[config.mk]
export PLATFORM = sky130hd
export DESIGN_NAME = alu_core
export DESIGN_NICKNAME = d
export VERILOG_FILES = /design/src/rtl/alu_pkg.sv /design/src/rtl/alu_addsub.sv /design/src/rtl/alu_core.sv
export SDC_FILE = /design/constraint.sdc
export NUM_CORES = 2
export LEC_CHECK = 0
export ABC_AREA = 1
export CAP_MARGIN = 20
export CORE_ASPECT_RATIO = 0.9
export CORE_MARGIN = 3
export CORE_UTILIZATION = 50
export DETAILED_ROUTE_END_ITERATION = 8
export PLACE_DENSITY = 0.69
export SLEW_MARGIN = 20
export SYNTH_ARGS = -nofsm -noshare
export SYNTH_HDL_FRONTEND = slang
export SYNTH_SLANG_ARGS = --single-unit
export TNS_END_PERCENT = 5
[constraint.sdc]
create_clock -name clk -period 1.8 [get_ports clk]
set_clock_uncertainty 0.2 [all_clocks]
set_input_delay 0.27 -clock clk [delete_from_list [all_inputs] [get_ports clk]]
set_output_delay 0.27 -clock clk [all_outputs]
set_load 0.005 [all_outputs]
[src/rtl/alu_pkg.sv]
// Shared opcode encodings and flag bit positions for the accumulator ALU.
package alu_pkg;

    localparam logic [4:0] OP_NOP = 5'b00000;
    localparam logic [4:0] OP_ADD = 5'b00001;
    localparam logic [4:0] OP_SUB = 5'b00010;
    localparam logic [4:0] OP_MUL = 5'b00011;
    localparam logic [4:0] OP_DIV = 5'b00100;
    localparam logic [4:0] OP_MOD = 5'b00101;
    localparam logic [4:0] OP_LSL = 5'b00110;
    localparam logic [4:0] OP_LSR = 5'b00111;
    localparam logic [4:0] OP_ROR = 5'b01000;
    localparam logic [4:0] OP_ROL = 5'b01001;
    localparam logic [4:0] OP_AND = 5'b01010;
    localparam logic [4:0] OP_OR  = 5'b01011;
    localparam logic [4:0] OP_XOR = 5'b01100;
    localparam logic [4:0] OP_NOT = 5'b01101;
    localparam logic [4:0] OP_CMP = 5'b01110;
    localparam logic [4:0] OP_TST = 5'b01111;
    localparam logic [4:0] OP_INC = 5'b10000;
    localparam logic [4:0] OP_DEC = 5'b10001;
    localparam logic [4:0] OP_MOV = 5'b10010;

    localparam int FLAG_Z = 3;
    localparam int FLAG_N = 2;
    localparam int FLAG_C = 1;
    localparam int FLAG_V = 0;

endpackage

[src/rtl/alu_addsub.sv]
// Shared W-bit adder/subtractor: carry_o is carry-out for add, borrow for subtract.
module alu_addsub #(
    parameter int W = 16
) (
    input  logic [W-1:0] a_i,
    input  logic [W-1:0] b_i,
    input  logic         sub_i,
    output logic [W-1:0] sum_o,
    output logic         carry_o,
    output logic         ovf_o
);

    logic [W-1:0] b_eff;
    logic         cout;

    // Subtraction as A + ~B + 1; borrow is the inverted carry-out.
    assign b_eff            = sub_i ? ~b_i : b_i;
    assign {cout, sum_o}    = {1'b0, a_i} + {1'b0, b_eff} + {{W{1'b0}}, sub_i};
    assign carry_o          = cout ^ sub_i;
    assign ovf_o            = (a_i[W-1] == b_eff[W-1]) && (sum_o[W-1] != a_i[W-1]);

endmodule

[src/rtl/alu_core.sv]
// Registered signed integer ALU: one operation per clock, result and {Z,N,C,V} flags registered.
module alu_core
    import alu_pkg::*;
#(
    parameter int W = 16
) (
    input  logic         clk,
    input  logic         rst_n,
    input  logic [4:0]   alu_op,
    input  logic [W-1:0] operandA,
    input  logic [W-1:0] operandB,
    output logic [W-1:0] resultAccumulator,
    output logic [3:0]   flags
);

    localparam int SHW = $clog2(W);
    localparam logic [SHW:0] W_EXT = W[SHW:0];

    logic [W-1:0] result_q, result_d;
    logic [3:0]   flags_q, flags_d;

    // Shared adder inputs
    logic [W-1:0] as_b, as_sum;
    logic         as_sub, as_carry, as_ovf;

    always_comb begin
        as_sub = 1'b0;
        as_b   = operandB;
        case (alu_op)
            OP_SUB, OP_CMP: as_sub = 1'b1;
            OP_INC:         as_b   = {{(W-1){1'b0}}, 1'b1};
            OP_DEC: begin
                as_sub = 1'b1;
                as_b   = {{(W-1){1'b0}}, 1'b1};
            end
            default: ;
        endcase
    end

    alu_addsub #(.W(W)) u_addsub (
        .a_i     (operandA),
        .b_i     (as_b),
        .sub_i   (as_sub),
        .sum_o   (as_sum),
        .carry_o (as_carry),
        .ovf_o   (as_ovf)
    );

    // Multiply: overflow when the upper half is not a sign extension of the low half.
    logic signed [2*W-1:0] product;
    logic                  mul_ovf;
    assign product = $signed({{W{operandA[W-1]}}, operandA}) * $signed({{W{operandB[W-1]}}, operandB});
    assign mul_ovf = product[2*W-1:W] != {W{product[W-1]}};

    // Divide: the divisor is forced to 1 for B==0 and MIN/-1 so the divider never traps;
    // MIN/1 yields quotient MIN and remainder 0, which is exactly the required MIN/-1 answer.
    logic signed [W-1:0] a_s, b_safe, quot, rem;
    logic                b_zero, div_ovf;
    assign b_zero  = (operandB == '0);
    assign div_ovf = (operandA == {1'b1, {(W-1){1'b0}}}) && (operandB == '1);
    assign a_s     = operandA;
    assign b_safe  = (b_zero || div_ovf) ? {{(W-1){1'b0}}, 1'b1} : operandB;
    assign quot    = a_s / b_safe;
    assign rem     = a_s % b_safe;

    // Shifts keep one extra bit to capture the last bit shifted out.
    logic [SHW-1:0] amt, rot_amt;
    logic [SHW:0]   rot_inv;
    logic [W:0]     lsl_ext, lsr_ext;
    logic [W-1:0]   ror_res, rol_res;
    assign amt     = operandB[SHW-1:0];
    assign lsl_ext = {1'b0, operandA} << amt;
    assign lsr_ext = {operandA, 1'b0} >> amt;
    assign rot_amt = ({1'b0, amt} >= W_EXT) ? (amt - W_EXT[SHW-1:0]) : amt;
    assign rot_inv = W_EXT - {1'b0, rot_amt};
    assign ror_res = (operandA >> rot_amt) | (operandA << rot_inv);
    assign rol_res = (operandA << rot_amt) | (operandA >> rot_inv);

    logic [W-1:0] value;
    logic         c_bit, v_bit, upd_result, upd_flags, amt_nz;
    assign amt_nz = (amt != '0);

    always_comb begin
        value      = '0;
        c_bit      = 1'b0;
        v_bit      = 1'b0;
        upd_result = 1'b1;
        upd_flags  = 1'b1;
        case (alu_op)
            OP_ADD, OP_SUB, OP_INC, OP_DEC: begin
                value = as_sum;
                c_bit = as_carry;
                v_bit = as_ovf;
            end
            OP_CMP: begin
                value      = as_sum;
                c_bit      = as_carry;
                v_bit      = as_ovf;
                upd_result = 1'b0;
            end
            OP_MUL: begin
                value = product[W-1:0];
                v_bit = mul_ovf;
            end
            OP_DIV: begin
                value = b_zero ? '0 : quot;
                v_bit = b_zero | div_ovf;
            end
            OP_MOD: begin
                value = b_zero ? '0 : rem;
                v_bit = b_zero;
            end
            OP_LSL: begin
                value = lsl_ext[W-1:0];
                c_bit = amt_nz & lsl_ext[W];
            end
            OP_LSR: begin
                value = lsr_ext[W:1];
                c_bit = amt_nz & lsr_ext[0];
            end
            OP_ROR: begin
                value = ror_res;
                c_bit = amt_nz & ror_res[W-1];
            end
            OP_ROL: begin
                value = rol_res;
                c_bit = amt_nz & rol_res[0];
            end
            OP_AND: value = operandA & operandB;
            OP_OR:  value = operandA | operandB;
            OP_XOR: value = operandA ^ operandB;
            OP_NOT: value = ~operandA;
            OP_TST: begin
                value      = operandA & operandB;
                upd_result = 1'b0;
            end
            OP_MOV: value = operandB;
            default: begin
                upd_result = 1'b0;
                upd_flags  = 1'b0;
            end
        endcase
    end

    always_comb begin
        result_d = upd_result ? value : result_q;
        flags_d  = flags_q;
        if (upd_flags) begin
            flags_d[FLAG_Z] = (value == '0);
            flags_d[FLAG_N] = value[W-1];
            flags_d[FLAG_C] = c_bit;
            flags_d[FLAG_V] = v_bit;
        end
    end

    always_ff @(posedge clk or negedge rst_n) begin
        if (!rst_n) begin
            result_q <= '0;
            flags_q  <= 4'b0000;
        end else begin
            result_q <= result_d;
            flags_q  <= flags_d;
        end
    end

    assign resultAccumulator = result_q;
    assign flags             = flags_q;

endmodule

Word level (Yosys, flattened, before mapping)
Index checks and enable logic that the tools add are counted.

word-level totals
  bits in registers = 20
  logic and storage cells = 73
  output and inout port bits = 20
  bits of input ports = 39

operators by class
  $add $sub $neg = 3
  muxes and demuxes = 11
  shift-type cells = 6
  $mul = 1
  bitwise operators = 13
  div/mod/pow operators = 2
  reductions and logical operators = 12
  equality and inequality tests = 23

operator list
  kind                    number
  $pmux W16 S13           1
  $mux W16                5
  $or A16 B16 Y16         3
  $eq A5 B4 Y1 const B    8
  $eq A16 B16 Y1 const B  2
  $logic_not A16 Y1       2
  $mul A16 B16 Y32        1
  $not A16 Y16            2
  $eq A5 B3 Y1 const B    4
  $reduce_or A18 Y1       1
  $add A16 B16 Y17        1
  $add A17 B1 Y17         1
  $shl A16 B4 Y17         1
  $shr A17 B4 Y17         1
  $and A16 B16 Y16        1
  $div A16 B16 Y16        1
  $mod A16 B16 Y16        1
  $ne A16 B16 Y1          1
  $reduce_or A16 Y1       1
  $shl A16 B4 Y16         1
  $shl A16 B5 Y16         1
  $shr A16 B4 Y16         1
  $shr A16 B5 Y16         1
  $xor A16 B16 Y16        1
  18 further kinds        28

Logic depth before layout (Yosys ltp)
  word-level depth = 10
  gate-level depth with buffers = 244

Modules after synthesis
From an unflattened synthesis, not the netlist that was laid out.

unflattened totals
  cells, all modules = 3932
  area, all modules = 25341.8 sq um

by module, submodules not included
  module      cells an instance  area each (sq um)  instances
  alu_core    3750               24260.8            1
  alu_addsub  182                1081.0             1

Worst setup path before layout
Ideal clock, no wire load.

  kind = input-to-reg
  start = in operandB[0]
  end = reg flags_q[3] (netlist: flags[3])
  data arrival time = 28.428 ns
  slack = -26.904 ns
  stages on the path = 231
  data required time = 1.524 ns
  path buffers = 9
  library setup time = 0.076 ns
  path through = inv_1 > clkbuf_1 > clkbuf_1 > ha_1 > nand3_1 > nor3_2 > nand2_2 > nand2_2 > buf_4 > nor2_1 > ha_1 > inv_1 > nor2_1 > nand3_1 > nand3_1 > nand2_1 > inv_1 > nand2_1 > [... 195 more ...] > o21ai_0 > inv_1 > ha_1 > o21ai_0 > o22ai_1 > nand2_1 > o2111ai_1 > nor2_1 > nand4_1 > nor2_1 > nand4_1 > nor2_1 > nand3_1 > nor2_1 > nand3_1 > nor2_1 > nand3_1 > o21bai_2

between the ends
  word-level cells in the longest chain between the ends = 8
  elaborated cells on any way between the ends = 29

ends and longest elaborated chain
  item                                                         line                              RTL
  from (decl)                                                  alu_core.sv:11                    input logic [W-1:0] operandB,
  $eq A16 B16 Y1                                               alu_core.sv:60                    assign div_ovf = (operandA == {1'b1, {(W-1){1'b0}}}) && (operandB == '1);
  $logic_and A1 B1 Y1                                          alu_core.sv:60
  $logic_or A1 B1 Y1                                           alu_core.sv:62                    assign b_safe = (b_zero || div_ovf) ? {{(W-1){1'b0}}, 1'b1} : operandB;
  $mux W16                                                     alu_core.sv:62
  $mod A16 B16 Y16 / $div A16 B16 Y16 (equally long branches)  alu_core.sv:64, alu_core.sv:63
  $mux W16 (on tied branches)                                  alu_core.sv:110, alu_core.sv:106
  $pmux W16 S13 *                                              alu_core.sv:89                    case (alu_op)
  $logic_not A16 Y1 *                                          alu_core.sv:149                   flags_d[FLAG_Z] = (value == '0);
  to (signal assigned)                                         alu_core.sv:162                   flags_q <= flags_d;
  to (decl)                                                    alu_core.sv:20                    logic [3:0] flags_q, flags_d;

Every way passes the cells marked *; elsewhere a longest branch is shown, timed or not.
A chain may end at the register's enable or synchronous reset.

Final worst setup path
  start = in operandB[7]
  end = reg flags_q[3] (netlist: flags[3])

The elaborated chain is that of the path after synthesis.

==> flow_summary.toml <==
[global_route]
globalRoute.totalOverflow = 0
grt_pass1_wl_mm = 156
grt_antenna_before_repair = 6
pin_count_of_the_biggest_net_entering_global_routing = 50
via_count_of_the_first_global_routing_pass = 29200
global_route.usage.total_pct = 36.9

[synthesis]
synth_seq_area_share_pct = 2.00
synthSimpleGateAreaFrac_pct = 29.7
yosys_warnings = 0
synth_fp_nets = 4503
yosys-mux-area-fraction_pct = 0.165
synth_seq_cells = 20
synth_fa_ha_area_share_pct = 34.8
prevailing_post_synth_register_cell = "sky130_fd_sc_hd__dfrtp_1"
postSynth.asyncResetShare_pct = 100
number_of_flops_mapped_to_enable_cells_by_yosys = 0
synth_top_family_by_area = "adder cells"
mapped_cell_area_mm2 = 0.0251
yosys.area_share.xor_xnor_pct = 4.96
post_synth.cell_area_avg_um2 = 6.38
post_synth_num_cell_types = 74
synth-compound-area-share_pct = 13.3
syn_inst = 3926

[power_and_ir_drop]
switching_share_pct = 51.6
cellPowerDensity_mw_per_mm2 = 1860
static-leakage-power_uw = 0.0206
switchingPower_uw = 34800
power.clock.fraction_pct = 0.9
internal_power_uw = 32700
comb_power_share_pct = 98.1
worst_ir_drop_vdd_mv = 6.74
post-layout-total-power_uw = 67500
seqPwrFrac_pct = 1.0

[setup_path]
cp_startpoint_kind = "input port"
critical_path_maximum_fanout = 7
path_class = "input port to flop"
worst_path_largest_cell_delay_ns = 0.48
cp.arrival_ns = 28.22
worst_path_max_delay_cell = "sky130_fd_sc_hd__clkdlybuf4s50_1"
critPathMostFrequentCell = "sky130_fd_sc_hd__nand2_2"
timing.critical_path.to_type = "flop"
worst-endpoint-required_ns = 1.78

[floorplanning]
io_pins = 59
core.rowCount = 77
core-area_mm2 = 0.0493
die_area_mm2 = 0.0529
starting_density_of_the_core_pct = 50.8
die_height_um = 218
die-width_um = 242

[placed_design]
dp.cells = 5595
detailed_place.area_mm2 = 0.0343
dp_hpwl_mm = 81.3
dp_slack_ns = -26.85
routabilityCongestion = 1.09
place.port_buffers = 58

[sta]
tns_ns = -472.09
maxClockFrequency_mhz = 35.4
timing_hold_violations_final = 0
setup_viols_final = 20
tightestPinTransition_ns = 0.847
final_min_period_over_clock_period_pct = 1570
finalMaxSlewViolations = 0
rsz0062_at_grt = "yes"
remaining_max_slew_budget_at_the_tightest_pin_pct = 42.1
finalWorstPathRequiredPeriod_ns = 28.24
worst_slack_setup_final_ns = -26.44

[status]
failed_checks = "negative setup slack"
outcome = "finished, violations left"

[cts]
clkTransAtPathRegs_ns = 0.05
clock_tree.root_cell = "sky130_fd_sc_hd__clkbuf_16"
clock_tree_buffer_depth = 2
number_of_sinks_driven_by_the_clock_tree = 20
cts_made_buffers = 3
h-tree-depth = 1
holdBufCountCts = 0
clkLatencyLatePin_ns = 0.25
clock_tree_from_tritoncts = "yes"

[layout]
drive_gt1_share_pct = 31.6
stdcell_count = 5712
area_growth_syn_to_layout_pct = 44.9
final.fill_count = 3978
fin_area_mm2 = 0.0363
layout.nets = 5615
final_cell_mix = "1162 x sky130_fd_sc_hd__buf_4, 886 x sky130_fd_sc_hd__nand2_1, 807 x sky130_fd_sc_hd__inv_1, 263 x sky130_fd_sc_hd__fa_1, 261 x sky130_fd_sc_hd__nor2_1"
layout_commonest_cell = "sky130_fd_sc_hd__buf_4"

[route]
dr_total_vias = 30100
drt_pass1_iterations = 6
detail_route.iter0.violations = 2701
remaining_drc_errors = 0
antenna_left = 0
route.final.wire_length_mm = 101
drt-vias-per-instance = 5.27
route.detailed.wl_per_inst_um = 17.7

[job]
max-cap-violations = 0

[min_path]
min-delay-path-class = "input port to async pin"
==> stage by stage <==
step / util, % / hold slack (ns)
2_1_floorplan: - / -0.226
3_5_place_dp: 69.5 / 0.301
5_1_grt: 73.6 / 0.188
4_1_cts: 71.8 / 0.167
6_report: 73.6 / 0.165
3_3_place_gp: 69.5 / 0.282
==> layout make-up <==
class / instances / area, um^2 / share of cell area, %
diodes: 4 / 10.0 / 0.0276
repair buffers: 1242 / 9650 / 26.6
clock buffers: 3 / 75.1 / 0.207
clock inverters: 1 / 30.0 / 0.0827
multi-input cells: 2922 / 22000 / 60.6
flip-flops and latches: 20 / 500 / 1.38
inverters: 849 / 3210 / 8.85
well taps: 671 / 840 / 2.31
==> registers in the layout, summed over array words and instances (netlist names) <==
register           cells
resultAccumulator     16
flags                  4
==> power by group through the flow <==
stage | Clock, uW | Combinational, uW | Sequential (uW)
after floorplan | 0 | 38200 | 701
after global placement | 0 | 60400 | 691
after detailed placement | 0 | 61900 | 700
after CTS | 602 | 64300 | 693
after global routing | 624 | 73100 | 717
final | 593 | 66200 | 695
==> routing by layer <==
layer,wire [um],track usage (%),up-vias
met4,3600,10.8,4
li1,-,-,14500
met2,43600,57.2,1344
met1,43000,50.6,14000
met3,11000,9.56,244
met5,18,0,-
==> cell usage after synthesis, types with 6 or more instances <==
| cell type | instances | area, um^2 |
|---|---|---|
| sky130_fd_sc_hd__nor2_1 | 273 | 1020 |
| sky130_fd_sc_hd__nand3b_1 | 8 | 60.1 |
| sky130_fd_sc_hd__nand3_1 | 207 | 1040 |
| sky130_fd_sc_hd__fa_1 | 264 | 5290 |
| sky130_fd_sc_hd__o2111ai_1 | 6 | 52.6 |
| sky130_fd_sc_hd__a21o_1 | 17 | 128 |
| sky130_fd_sc_hd__inv_1 | 820 | 3080 |
| sky130_fd_sc_hd__inv_2 | 19 | 71.3 |
| sky130_fd_sc_hd__buf_1 | 22 | 82.6 |
| sky130_fd_sc_hd__or2_2 | 47 | 294 |
| sky130_fd_sc_hd__nand2_1 | 953 | 3580 |
| sky130_fd_sc_hd__nand2_4 | 9 | 101 |
| sky130_fd_sc_hd__nand3_2 | 22 | 220 |
| sky130_fd_sc_hd__a211oi_1 | 10 | 75.1 |
| sky130_fd_sc_hd__ha_1 | 274 | 3430 |
| sky130_fd_sc_hd__o22ai_1 | 13 | 81.3 |
| sky130_fd_sc_hd__and2_1 | 10 | 62.6 |
| sky130_fd_sc_hd__nor2_2 | 6 | 37.5 |
| sky130_fd_sc_hd__a21oi_1 | 177 | 886 |
| sky130_fd_sc_hd__o211ai_1 | 31 | 233 |
| sky130_fd_sc_hd__a31oi_1 | 23 | 144 |
| sky130_fd_sc_hd__o221ai_1 | 7 | 61.3 |
| sky130_fd_sc_hd__clkbuf_1 | 84 | 315 |
| sky130_fd_sc_hd__nor2_4 | 7 | 78.8 |
| sky130_fd_sc_hd__dfrtp_1 | 20 | 500 |
| sky130_fd_sc_hd__xor2_1 | 79 | 692 |
| sky130_fd_sc_hd__nand2_2 | 27 | 169 |
| sky130_fd_sc_hd__buf_4 | 12 | 90.1 |
| sky130_fd_sc_hd__nor3_1 | 44 | 220 |
| sky130_fd_sc_hd__o21bai_1 | 15 | 113 |
| sky130_fd_sc_hd__clkinv_1 | 6 | 22.5 |
| sky130_fd_sc_hd__a2111oi_0 | 8 | 70.1 |
| sky130_fd_sc_hd__o21ai_0 | 178 | 891 |
| sky130_fd_sc_hd__buf_2 | 13 | 65.1 |
| sky130_fd_sc_hd__nor4_1 | 10 | 62.6 |
| sky130_fd_sc_hd__nand4_1 | 31 | 194 |
| sky130_fd_sc_hd__a221oi_1 | 18 | 158 |
| sky130_fd_sc_hd__o21ai_1 | 19 | 95.1 |
| sky130_fd_sc_hd__xnor2_1 | 61 | 534 |
==> cells by family (layout without fill, tap and decap cells) <==
| logic type | count (synthesis) | count (layout) |
|---|---|---|
| other | 0 | 4 |
| buffers and inverters | 985 | 2095 |
| adder cells (fa/ha/maj) | 538 | 538 |
| AND/OR/NAND/NOR | 1676 | 1677 |
| multiplexers | 4 | 4 |
| flip-flops | 20 | 20 |
| AO/OA/AOI/OAI | 562 | 562 |
| XOR/XNOR | 141 | 141 |
==> critical path, delay by kind of cell <==
family	cells	cell delay, ns
xor gates and xnor gates	2	0.25
adders and majority gates	17	4.29
buffers and inverters	36	3.71
AOI/OAI and AO/OA	44	6.49
and+or+nand+nor	128	13.21
==> what timing repair did <==
item / CTS / global route
pin swaps: 87 / 127
endpoints found under the setup margin: 20 / 20
cloned: 1 / 1
resized for setup: 115 / 155
buffers inserted: 76 / 31
==> worst paths after layout <==
check                            start               endpoint  slack (ns)  depth (start not counted)
hold reg to reg               flags[2]               flags[2]        0.31                          2
min in group clk              flags[2]               flags[2]        0.31                          2
hold / removal                   rst_n               flags[2]        0.16                          2
setup / recovery           operandB[7]               flags[3]      -26.44                        227
setup reg to reg              flags[0]               flags[0]        0.75                          2
max in group asynchronous        rst_n  resultAccumulator[15]        1.03                          2
No activity file was read; power rests on OpenSTA's default activity.
